### src/rtl/dom_and_pipe_if.sv
// rtl/dom_and_pipe_if.sv - share-packed operand/result bundle for dom_and_pipe
interface dom_and_pipe_if #(
  parameter int ORDER = 2,
  parameter int WIDTH = 1
);
  localparam int SW = (ORDER + 1) * WIDTH;
  localparam int RW = WIDTH * ORDER * (ORDER + 1) / 2;

  logic          io_in_valid;
  logic [SW-1:0] io_i0;
  logic [SW-1:0] io_i1;
  logic [RW-1:0] p_rand;
  logic          io_out_valid;
  logic [SW-1:0] io_o0;

  modport master (
    output io_in_valid, io_i0, io_i1, p_rand,
    input  io_out_valid, io_o0
  );

  modport slave (
    input  io_in_valid, io_i0, io_i1, p_rand,
    output io_out_valid, io_o0
  );
endinterface

### src/rtl/dom_and_pipe.sv
// rtl/dom_and_pipe.sv - DOM masked AND, resharing register split from compression
// Optional output register stage: define DOM_AND_OUT_REG_EN (latency 2, otherwise 1).
module dom_and_pipe #(
  parameter int ORDER = 2,
  parameter int WIDTH = 1
) (
  input logic           clock_0,
  input logic           reset_0,
  dom_and_pipe_if.slave bus
);
  localparam int N  = ORDER + 1;
  localparam int NP = ORDER * (ORDER + 1) / 2;

  logic [N-1:0][WIDTH-1:0]  a, b, inner_d, inner_q, c;
  logic [NP-1:0][WIDTH-1:0] rnd, cij_d, cji_d, cij_q, cji_q;
  logic                     v1_q;

  // Lexicographic index of pair (i,j), i<j.
  function automatic int pidx(input int i, input int j);
    return i * N - (i * (i + 1)) / 2 + (j - i - 1);
  endfunction

  assign a   = bus.io_i0;
  assign b   = bus.io_i1;
  assign rnd = bus.p_rand;

  // Each cross term is masked by its pair's randomness and registered on its own.
  always_comb begin
    inner_d = '0;
    cij_d   = '0;
    cji_d   = '0;
    for (int i = 0; i < N; i++) begin
      inner_d[i] = a[i] & b[i];
      for (int j = i + 1; j < N; j++) begin
        cij_d[pidx(i, j)] = (a[i] & b[j]) ^ rnd[pidx(i, j)];
        cji_d[pidx(i, j)] = (a[j] & b[i]) ^ rnd[pidx(i, j)];
      end
    end
  end

  always_ff @(posedge clock_0 or negedge reset_0) begin
    if (!reset_0) begin
      inner_q <= '0;
      cij_q   <= '0;
      cji_q   <= '0;
      v1_q    <= 1'b0;
    end else begin
      v1_q <= bus.io_in_valid;
      if (bus.io_in_valid) begin
        inner_q <= inner_d;
        cij_q   <= cij_d;
        cji_q   <= cji_d;
      end
    end
  end

  always_comb begin
    c = '0;
    for (int i = 0; i < N; i++) begin
      c[i] = inner_q[i];
    end
    for (int i = 0; i < N; i++) begin
      for (int j = i + 1; j < N; j++) begin
        c[i] = c[i] ^ cij_q[pidx(i, j)];
        c[j] = c[j] ^ cji_q[pidx(i, j)];
      end
    end
  end

`ifdef DOM_AND_OUT_REG_EN
  logic [N-1:0][WIDTH-1:0] out_q;
  logic                    v2_q;

  always_ff @(posedge clock_0 or negedge reset_0) begin
    if (!reset_0) begin
      out_q <= '0;
      v2_q  <= 1'b0;
    end else begin
      v2_q <= v1_q;
      if (v1_q) begin
        out_q <= c;
      end
    end
  end

  assign bus.io_o0        = out_q;
  assign bus.io_out_valid = v2_q;
`else
  assign bus.io_o0        = c;
  assign bus.io_out_valid = v1_q;
`endif
endmodule

### src/flat_wrapper.sv
// flat-port wrapper written by rule: the top's interface ports become plain ports
module dom_and_pipe_flat 
#(
  parameter int ORDER = 2,
  parameter int WIDTH = 1
)
  (clock_0, reset_0, bus_io_in_valid, bus_io_i0, bus_io_i1, bus_p_rand, bus_io_out_valid, bus_io_o0);
  dom_and_pipe_if #(.ORDER(ORDER), .WIDTH(WIDTH)) bus_i ();
  input logic clock_0;
  input logic reset_0;
  input wire logic [$bits(bus_i.io_in_valid)-1:0] bus_io_in_valid;
  input wire logic [$bits(bus_i.io_i0)-1:0] bus_io_i0;
  input wire logic [$bits(bus_i.io_i1)-1:0] bus_io_i1;
  input wire logic [$bits(bus_i.p_rand)-1:0] bus_p_rand;
  output wire logic [$bits(bus_i.io_out_valid)-1:0] bus_io_out_valid;
  output wire logic [$bits(bus_i.io_o0)-1:0] bus_io_o0;
  assign bus_i.io_in_valid = bus_io_in_valid;
  assign bus_i.io_i0 = bus_io_i0;
  assign bus_i.io_i1 = bus_io_i1;
  assign bus_i.p_rand = bus_p_rand;
  assign bus_io_out_valid = bus_i.io_out_valid;
  assign bus_io_o0 = bus_i.io_o0;
  dom_and_pipe #(.ORDER(ORDER), .WIDTH(WIDTH)) u_core (.clock_0(clock_0), .reset_0(reset_0), .bus(bus_i));
endmodule
### config.mk
export PLATFORM = sky130hd
export DESIGN_NAME = dom_and_pipe_flat
export DESIGN_NICKNAME = d
export VERILOG_FILES = /design/src/rtl/dom_and_pipe_if.sv /design/src/rtl/dom_and_pipe.sv /design/src/flat_wrapper.sv
export SDC_FILE = /design/constraint.sdc
export NUM_CORES = 1
export LEC_CHECK = 0
export CORE_UTILIZATION = 45
export DETAILED_ROUTE_END_ITERATION = 10
export PLACE_DENSITY_LB_ADDON = 0.08
export RECOVER_POWER = 100
export REMOVE_ABC_BUFFERS = 1
export SLEW_MARGIN = 25
export SYNTH_ARGS = -nofsm -noshare
export SYNTH_HDL_FRONTEND = slang
export SYNTH_SLANG_ARGS = --single-unit
### constraint.sdc
create_clock -name clock_0 -period 0.85 [get_ports clock_0]
set_input_delay 0.085 -clock clock_0 [delete_from_list [all_inputs] [get_ports clock_0]]
set_output_delay 0.085 -clock clock_0 [all_outputs]
set_load 0.05 [all_outputs]
-- Yosys cells after proc, flatten, opt, wreduce, memory -nomap -nowiden
Cells that the tools add are included.
- flip-flop bits (word level): 10
- latch bits: 0
- bits in writable memories: 0
- bits in read-only memories: 0
- input bits: 12
- word-level logic and storage cells: 31
- memories kept: 0
- add/subtract/negate cells: 0
- multiply operators: 0
- div/mod/pow operators: 0
- order comparisons: 0
- equality and inequality tests: 0
- shift-type cells: 0
- multiplexer cells: 0
- bitwise logic cells: 21
- reductions and logical operators: 0
- operator list (operator ; number):
    $xor 1x1->1 ; 12
    $and 1x1->1 ; 9

-- Longest topological paths before layout
Gate-level depths: netlist of the first run.
- word-level depth: 2
- gate-level depth with buffers: 4

-- Worst setup path after synthesis of the first run
OpenSTA, ideal clock, no wires.
- kind: reg2out
- from: register u_core.inner_q[0] (netlist bit)
- to: output port bus_io_o0[0]
- arrival: 1.327 ns
- slack: -0.562 ns
- stages on the path, launching flop included: 3
- cells stage by stage: dfrtp_1 xnor2_1 xnor2_1
- cells in the longest elaborated chain, start to end: 2
- ends and longest elaborated chain (what ; line ; text):
    start, declared ; dom_and_pipe.sv:14 ; logic [N-1:0][WIDTH-1:0] a, b, inner_d, inner_q, c;
    start signal, assigned ; dom_and_pipe.sv:50 ; inner_q <= inner_d;
    $xor 1x1->1 (2 in a row) ; dom_and_pipe.sv:64 ; c[i] = c[i] ^ cij_q[pidx(i, j)];
    end, declared ; flat_wrapper.sv:16 ; output wire logic [$bits(bus_i.io_o0)-1:0] bus_io_o0;
Every way passes these cells.

-- Worst setup path in the final report of the first run
Ends and elaborated chain as after synthesis.

==> results of run 1 <==
[final timing paths]
path | start | endpoint | slack [ns] | depth (start not counted)
min | bus_io_i0[0] | u_core.inner_q[0]$_DFFE_PN0P_ | 0.19 | 3
min reg2reg | u_core.inner_q[1]$_DFFE_PN0P_ | u_core.inner_q[1]$_DFFE_PN0P_ | 0.55 | 2
max in group asynchronous | reset_0 | u_core.cji_q[1]$_DFFE_PN0P_ | 0.19 | 2
min in group asynchronous | reset_0 | u_core.inner_q[1]$_DFFE_PN0P_ | 0.30 | 2
max reg2reg | u_core.cij_q[2]$_DFFE_PN0P_ | u_core.cij_q[2]$_DFFE_PN0P_ | 0.12 | 2
max | u_core.inner_q[0]$_DFFE_PN0P_ | bus_io_o0[0] | -0.50 | 3
[per-stage QoR]
stage / total power [mW] / cells / TNS (ns)
6_report: 1.62 / 87 / -2.35
5_1_grt: 1.70 / 87 / -3.04
4_1_cts: 1.65 / 87 / -1.51
3_5_place_dp: 1.23 / 83 / -2.29
3_3_place_gp: 1.21 / 83 / -2.01
2_1_floorplan: 0.873 / 49 / -1.69
[cells in the final DEF, fill, tap and decap left out]
master	n
a31oi_2	6
clkdlybuf4s50_1	7
nand3b_1	6
dlygate4sd3_1	1
nand3_2	1
a21bo_1	6
clkbuf_4	3
dfrtp_1	10
buf_4	3
buf_2	1
clkbuf_8	1
nor2_1	6
inv_1	3
o21ai_2	3
nand3_1	2
clkbuf_1	1
buf_12	4
dlymetal6s2s_1	3
xnor2_1	6
[worst max-delay path: stages, from the launching register on]
cell	delay, ns
dfrtp_1	0.40
xnor2_1	0.22
xnor2_1	0.21
buf_12	0.18
[logic make-up (layout without fill, tap and decap cells)]
| kind of cell | count (synthesis) | after routing | share of synthesized area, % |
|---|---|---|---|
| and+or+nand+nor | 15 | 15 | 14.7 |
| DFF | 10 | 10 | 42.1 |
| xor gates and xnor gates | 6 | 6 | 8.84 |
| buffers and inverters | 5 | 27 | 7.16 |
| AOI/OAI and AO/OA | 15 | 15 | 27.2 |
[area by class of cell]
type,instances,area [sq um]
fill,94,325
multi-input combinational,36,302
sequential,10,250
timing repair buffer,20,229
clock buffer,4,36.3
tap,14,17.5
inverter,3,11.3
[state kept, by name, indices dropped and copies added, names as in the netlist]
register                 count
u_core.cji_q                 3
u_core.cij_q                 3
u_core.bus.io_out_valid      1
u_core.inner_q               3
[power by group through the flow]
stage               logic, mW  registers, mW  clock network, mW
floorplan               0.311          0.563                  0
global placement        0.651          0.559                  0
finish                  0.645          0.553              0.422
global route            0.685          0.557              0.459
CTS                     0.669          0.553              0.430
detailed placement      0.667          0.563                  0
[repair_timing]
item | in CTS | in global routing
gates resized for setup | 0 | 3
hold buffers | 0 | 0
endpoints found under the hold margin | 0 | 0
endpoints found under the setup margin | 4 | 5
pin swaps | 0 | 0
[routing by layer]
metal,share of wire (%),routed length (microns),vias up
li1,-,-,225
met1,44,477,215
met2,52,554,14
met3,4.0,43,0
met4,0,0,0
met5,0,0,-
==> flow_metrics.py, run 1 <==
metrics = {
    "power_and_ir_drop": {
        "pwr-share-seq_pct": 34.2,
        "p_switching_mw": 0.519,
        "power_leakage_nw": 0.376,
        "p_clk_share_pct": 26.0,
        "internal_power_mw": 1.10,
        "ir_worst_vdd_mv": 1.24,
        "comb_power_share_pct": 39.8,
        "swShare_pct": 32.0,
        "power_density_nw_per_um2": 1910,
    },
    "final_layout": {
        "syn_to_final_growth_pct": 42.3,
        "fin_area_sq_um": 846,
        "drive_above_1_share_pct": 30.1,
        "finish.utilization_pct": 72.2,
        "nets": 86,
        "antenna_cells": 0,
    },
    "timing": {
        "slew_viol_final": 0,
        "rsz0062_at_grt": "yes",
        "holdWs_ns": 0.194,
        "clock_skew_ns": 0,
        "tightest_slew_ns": 0.530,
        "hold_viol_final": 0,
        "max_freq_ghz": 0.742,
        "setup_viol": 13,
        "fin_crit_ns": 1.35,
        "fin_crit_sh_pct": 159,
        "setup_slack_ns": -0.497,
        "max_slew_margin_pct": 64.7,
    },
    "clocking": {
        "cts_buffers": 3,
        "root_buffer": "clkbuf_4",
        "worstSkewPairLatency_ns": 0.25,
        "cts.clk_slew.worst_paths_ns": 0.06,
        "cts_tree": "yes",
        "clockBufferDepth": 2,
        "htreeDepth": 1,
        "cts_setup_buffers": 0,
        "cts_num_sinks": 10,
    },
    "global_routing": {
        "met2_usage_pct": 32.2,
        "grt.busiest_layer": "met2",
        "gr-usage-all-layers_pct": 18.8,
        "antenna_found_initial": 0,
        "grt-ovfl-total": 0,
        "grt_max_degree": 20,
        "globalRouteMet1Util_pct": 23.9,
        "grt_first_pass_wirelength_microns": 1870,
        "grt_pass1_vias": 420,
        "grtUsageMet3_pct": 3.49,
    },
    "floorplan": {
        "initial_core_util_pct": 50.7,
        "rows": 12,
        "core_sq_um": 1170,
        "die_h_microns": 38.3,
        "die_x_microns": 38.3,
        "fp.dieArea_sq_um": 1470,
        "io_pins": 16,
    },
    "critical_path": {
        "startpoint_type": "flop",
        "end_kind": "primary output",
        "required_ns": 0.76,
        "path_class": "reg -> out",
        "arrival_ns": 1.26,
        "cp_max_fo": 2,
    },
    "yosys": {
        "synth_edf_count": 0,
        "synth.most_common_cell": "dfrtp_1",
        "async_reset_ff_share_pct": 100,
        "yosys_warnings": 0,
        "ys_ff_latch": 10,
        "ys_seq_area_share_pct": 42.1,
        "synth_top_cell_by_area": "dfrtp_1",
        "syn_inst": 51,
        "synthDistinctLibCells": 12,
        "synth_top_area_share_pct": 42.1,
        "ys.flop_type": "dfrtp_1",
        "synthTopCellsByArea": "dfrtp_1 42%, a31oi_2 13%, a21bo_1 10%",
        "avgSynthCellArea_sq_um": 11.7,
        "synth_area_sq_um": 594,
    },
    "outcome": {
        "violations": "negative setup slack",
        "status": "finished, violations left",
    },
    "place": {
        "place_area_sq_um": 821,
        "place_hpwl_microns": 880,
        "place_ws_ns": -0.215,
        "io_buffer_count": 15,
        "gp_congestion": 0.734,
    },
    "route": {
        "viasPerCell": 5.22,
        "drtIter0Drc": 10,
        "dr.pass1.iters": 4,
        "ant_nets": 0,
        "avgRoutedWirePerCell_microns": 12.3,
        "drc_errors": 0,
        "vias": 454,
        "wl_microns": 1070,
    },
    "min_path": {
        "hp-class": "in -> reg",
    },
    "run": {
        "drv_cap": 0,
    },
}
Power figures use the tool's default switching activity.
==> run 2: changes to the inputs <==
HOLD_SLACK_MARGIN = 0.12   (was not set)
==> flow_metrics.py, run 2 (synthesized netlist as in run 1, its figures left out) <==
metrics = {
    "outcome": {
        "status": "finished, violations left",
        "violations": "negative setup slack",
    },
    "global_routing": {
        "gr-usage-all-layers_pct": 19.0,
        "grt-ovfl-total": 0,
        "grt.busiest_layer": "met2",
        "grtUsageMet3_pct": 3.49,
        "antenna_found_initial": 0,
        "globalRouteMet1Util_pct": 23.9,
        "grt_max_degree": 20,
        "grt_first_pass_wirelength_microns": 1900,
        "grt_pass1_vias": 432,
        "met2_usage_pct": 33.1,
    },
    "timing": {
        "holdWs_ns": 0.196,
        "max_freq_ghz": 0.743,
        "setup_viol": 13,
        "clock_skew_ns": 0,
        "slew_viol_final": 0,
        "fin_crit_sh_pct": 158,
        "fin_crit_ns": 1.35,
        "max_slew_margin_pct": 72.6,
        "setup_slack_ns": -0.496,
        "fin_setup_tns_ns": -2.35,
        "tightest_slew_ns": 0.411,
        "hold_viol_final": 0,
        "rsz0062_at_grt": "yes",
    },
    "route": {
        "dr.pass1.iters": 4,
        "viasPerCell": 5.17,
        "vias": 455,
        "drtIter0Drc": 10,
        "avgRoutedWirePerCell_microns": 12.4,
        "ant_nets": 0,
        "drc_errors": 0,
        "wl_microns": 1090,
    },
    "floorplan": {
        "die_h_microns": 38.3,
        "core_sq_um": 1170,
        "fp.dieArea_sq_um": 1470,
        "die_x_microns": 38.3,
        "rows": 12,
        "io_pins": 16,
        "initial_core_util_pct": 50.7,
    },
    "power_and_ir_drop": {
        "ir_worst_vdd_mv": 1.25,
        "power_leakage_nw": 0.383,
        "power_density_nw_per_um2": 1890,
    },
    "final_layout": {
        "layout_common_cells": "10 x dfrtp_1, 8 x clkdlybuf4s50_1",
        "nets": 87,
        "reg.largest.list": "u_core.cij_q x3, u_core.cji_q x3, u_core.inner_q x3",
        "syn_to_final_growth_pct": 44.6,
        "drive_above_1_share_pct": 31.1,
        "fin_area_sq_um": 860,
        "layout_commonest_cell": "dfrtp_1",
        "antenna_cells": 0,
    },
    "critical_path": {
        "cp_common_cell": "xnor2_1",
        "cp_top_family": "XOR/XNOR gates",
        "required_ns": 0.76,
        "path_buf_inv": 1,
        "path_class": "reg -> out",
        "cp_max_fo": 2,
        "end_kind": "primary output",
        "crit_chain": "xnor2_1, xnor2_1, buf_12",
        "cpMaxStageDelayCell": "dfrtp_1",
        "arrival_ns": 1.26,
        "startpoint_type": "flop",
        "cp_slowest_stage_delay_ns": 0.40,
    },
    "clocking": {
        "cts_setup_buffers": 0,
        "htreeDepth": 1,
        "clockBufferDepth": 2,
        "cts.clk_slew.worst_paths_ns": 0.06,
        "root_buffer": "clkbuf_4",
        "worstSkewPairLatency_ns": 0.25,
        "cts_tree": "yes",
        "cts_buffers": 3,
        "cts_num_sinks": 10,
    },
    "place": {
        "io_buffer_count": 15,
        "place_area_sq_um": 821,
        "place_hpwl_microns": 880,
        "place_ws_ns": -0.215,
        "gp_congestion": 0.734,
    },
    "min_path": {
        "hp-class": "in -> reg",
    },
    "run": {
        "drv_cap": 0,
    },
}
-- run 2: worst paths after layout --
path,startpoint,endpoint,slack (ns),depth (start not counted)
setup / recovery,u_core.inner_q[0]$_DFFE_PN0P_,bus_io_o0[0],-0.50,3
max in group asynchronous,reset_0,u_core.inner_q[0]$_DFFE_PN0P_,0.05,3
min in group asynchronous,reset_0,u_core.inner_q[1]$_DFFE_PN0P_,0.66,3
hold / removal,bus_io_i0[0],u_core.inner_q[0]$_DFFE_PN0P_,0.20,3
setup reg to reg,u_core.cij_q[2]$_DFFE_PN0P_,u_core.cij_q[2]$_DFFE_PN0P_,0.12,2
hold reg to reg,u_core.inner_q[1]$_DFFE_PN0P_,u_core.inner_q[1]$_DFFE_PN0P_,0.55,2
-- run 2: repair_timing --
| action | 4_1_cts | 5_1_grt |
|---|---|---|
| gates resized for setup | 0 | 3 |
| endpoints found under the setup margin | 4 | 5 |
| hold buffers | 1 | 0 |
| endpoints found under the hold margin | 10 | 0 |
-- run 2: report_power, final --
group	switching (mW)	internal (mW)	leakage (nW)	total [mW]
clock network	0.162	0.260	0.0210	0.421
registers	0.0324	0.521	0.118	0.553
logic	0.326	0.327	0.244	0.652
total	0.520	1.11	0.383	1.63
-- run 2: worst min-delay path, delay by kind of cell --
family / cells / cell delay, ns
AO/OA/AOI/OAI: 1 / 0.05
buffers and inverters: 1 / 0.17
AND/OR/NAND/NOR: 1 / 0.10
-- run 2: routing by layer --
layer | vias to the layer above | part of all wire, %
met4 | 0 | 0
li1 | 226 | -
met2 | 14 | 52
met3 | 0 | 3.8
met5 | - | 0
met1 | 215 | 45
-- run 2: area by class of cell --
type	count	area, sq um
fillers	93	312
flip-flops and latches	10	250
repair buffers	21	243
inverters	3	11.3
well taps	14	17.5
clock buffers	4	36.3
multi-input cells	36	302
-- run 2: metrics by stage --
stage / utilization [%] / power, mW / instances
2_1_floorplan: - / 0.873 / 49
3_3_place_gp: 70.1 / 1.21 / 83
3_5_place_dp: 70.1 / 1.23 / 83
6_report: 73.4 / 1.63 / 88
4_1_cts: 74.0 / 1.66 / 88
5_1_grt: 73.4 / 1.71 / 88
==> run 3: changes to the inputs <==
ABC_AREA = 0   (was not set)
PLACE_DENSITY = 0.75   (was not set)
PLACE_DENSITY_LB_ADDON = not set   (was 0.08)
==> flow_metrics.py, run 3 (synthesized netlist as in run 1, its figures left out) <==
metrics = {
    "outcome": {
        "status": "finished, violations left",
        "violations": "negative setup slack",
    },
    "place": {
        "gp_congestion": 0.698,
        "place_ws_ns": -0.215,
        "io_buffer_count": 15,
        "place_hpwl_microns": 880,
    },
    "timing": {
        "fin_crit_ns": 1.33,
        "hold_viol_final": 0,
        "max_slew_margin_pct": 63.8,
        "setup_viol": 13,
        "fin_crit_sh_pct": 157,
        "slew_viol_final": 0,
        "setup_slack_ns": -0.485,
        "rsz0062_at_grt": "yes",
        "tightest_slew_ns": 0.544,
        "clock_skew_ns": 0,
        "max_freq_ghz": 0.749,
        "holdWs_ns": 0.238,
    },
    "global_routing": {
        "globalRouteMet1Util_pct": 23.0,
        "grt-ovfl-total": 0,
        "met2_usage_pct": 32.6,
        "grt.busiest_layer": "met2",
        "grt_pass1_vias": 436,
        "grtUsageMet3_pct": 1.74,
        "grt_first_pass_wirelength_microns": 1830,
        "grt_max_degree": 20,
        "antenna_found_initial": 0,
        "gr-usage-all-layers_pct": 19.3,
    },
    "critical_path": {
        "cpMaxStageDelayCell": "dfrtp_1",
        "path_buf_inv": 1,
        "end_kind": "primary output",
        "required_ns": 0.76,
        "path_class": "reg -> out",
        "cp_common_cell": "xnor2_2",
        "cp_max_fo": 2,
        "cp_slowest_stage_delay_ns": 0.43,
        "arrival_ns": 1.25,
        "cp_top_family": "flip-flops",
        "crit_chain": "xnor2_2, xnor2_2, buf_12",
        "startpoint_type": "flop",
    },
    "min_path": {
        "hp-class": "in -> async",
    },
    "power_and_ir_drop": {
        "p_total_mw": 1.66,
        "power_leakage_nw": 0.354,
        "power_density_nw_per_um2": 1960,
        "ir_worst_vdd_mv": 0.932,
    },
    "clocking": {
        "worstSkewPairLatency_ns": 0.26,
        "cts.clk_slew.worst_paths_ns": 0.07,
        "cts_tree": "yes",
        "cts_num_sinks": 10,
        "clockBufferDepth": 2,
        "cts_buffers": 3,
        "root_buffer": "clkbuf_4",
        "htreeDepth": 1,
    },
    "floorplan": {
        "die_x_microns": 38.3,
        "io_pins": 16,
        "core_sq_um": 1170,
        "initial_core_util_pct": 50.7,
        "die_h_microns": 38.3,
        "rows": 12,
        "fp.dieArea_sq_um": 1470,
    },
    "final_layout": {
        "syn_to_final_growth_pct": 42.3,
        "antenna_cells": 0,
        "drive_above_1_share_pct": 31.9,
        "reg.largest.list": "u_core.cij_q x3, u_core.cji_q x3, u_core.inner_q x3",
        "fill_cells": 98,
        "multi_input_comb_area_sq_um": 317,
        "ff_latch_area_sq_um": 250,
        "nets": 85,
        "layout_common_cells": "11 x clkdlybuf4s50_1, 10 x dfrtp_1",
        "finish.utilization_pct": 72.2,
        "layout_commonest_cell": "clkdlybuf4s50_1",
    },
    "route": {
        "drc_errors": 0,
        "dr.pass1.iters": 4,
        "avgRoutedWirePerCell_microns": 13.8,
        "vias": 464,
        "drtIter0Drc": 3,
        "ant_nets": 0,
        "wl_microns": 1180,
        "viasPerCell": 5.40,
    },
    "run": {
        "drv_cap": 0,
    },
}
[run 3: cell count changes in the layout (fill, tap and decap cells not counted), sizes merged]
cell / previous run / this run
clkbuf: 4 / 5
clkdlybuf4s50: 8 / 11
dlymetal6s2s: 3 / 0
buf: 9 / 7
dlygate4sd3: 1 / 0
[run 3: final cells by class]
type,count,share of cell area (%)
Inverter,3,1.33
Multi-Input combinational cell,36,37.4
Clock buffer,4,4.29
Sequential cell,10,29.6
Tap cell,14,2.07
Timing Repair Buffer,19,25.3
[run 3: timing repair]
| item | 4_1_cts | 5_1_grt |
|---|---|---|
| gates resized for setup | 0 | 2 |
| buffers inserted | 0 | 0 |
| hold buffers | 0 | 0 |
| setup endpoints to repair | 4 | 4 |
[run 3: path summary, 6_finish.rpt]
| path | to | start | slack [ns] | cells past startpoint |
|---|---|---|---|---|
| min | u_core.inner_q[1]$_DFFE_PN0P_ | reset_0 | 0.24 | 2 |
| min in group clock_0 | u_core.inner_q[1]$_DFFE_PN0P_ | bus_io_i0[1] | 0.52 | 3 |
| max reg2reg | u_core.cji_q[2]$_DFFE_PN0P_ | u_core.cji_q[2]$_DFFE_PN0P_ | 0.08 | 2 |
| max in group asynchronous | u_core.cij_q[1]$_DFFE_PN0P_ | reset_0 | 0.25 | 2 |
| max | bus_io_o0[2] | u_core.cji_q[2]$_DFFE_PN0P_ | -0.48 | 3 |
| min reg2reg | u_core.inner_q[0]$_DFFE_PN0P_ | u_core.inner_q[0]$_DFFE_PN0P_ | 0.55 | 2 |
[run 3: stage by stage]
stage | setup TNS (ns) | std cells | area [sq um]
global route | -2.93 | 86 | 846
detailed placement | -2.21 | 82 | 826
floorplan | -1.69 | 49 | 563
CTS | -1.51 | 86 | 862
finish | -2.25 | 86 | 846
global placement | -1.99 | 82 | 826
[run 3: routing by layer]
metal,vias up,part of all wire [%]
li1,225,-
met1,220,40
met2,15,54
met3,4,3.0
met4,0,2.5
met5,-,0
[run 3: worst reg2reg max path, stage by stage, from the launching register on]
cell and delay [ns]:
dfrtp_1 0.43, nor2_1 0.14, a31oi_2 0.06
[run 3: report_power, final]
group          internal, mW  switching (mW)
Sequential            0.520          0.0396
Clock                 0.260           0.174
Combinational         0.334           0.329
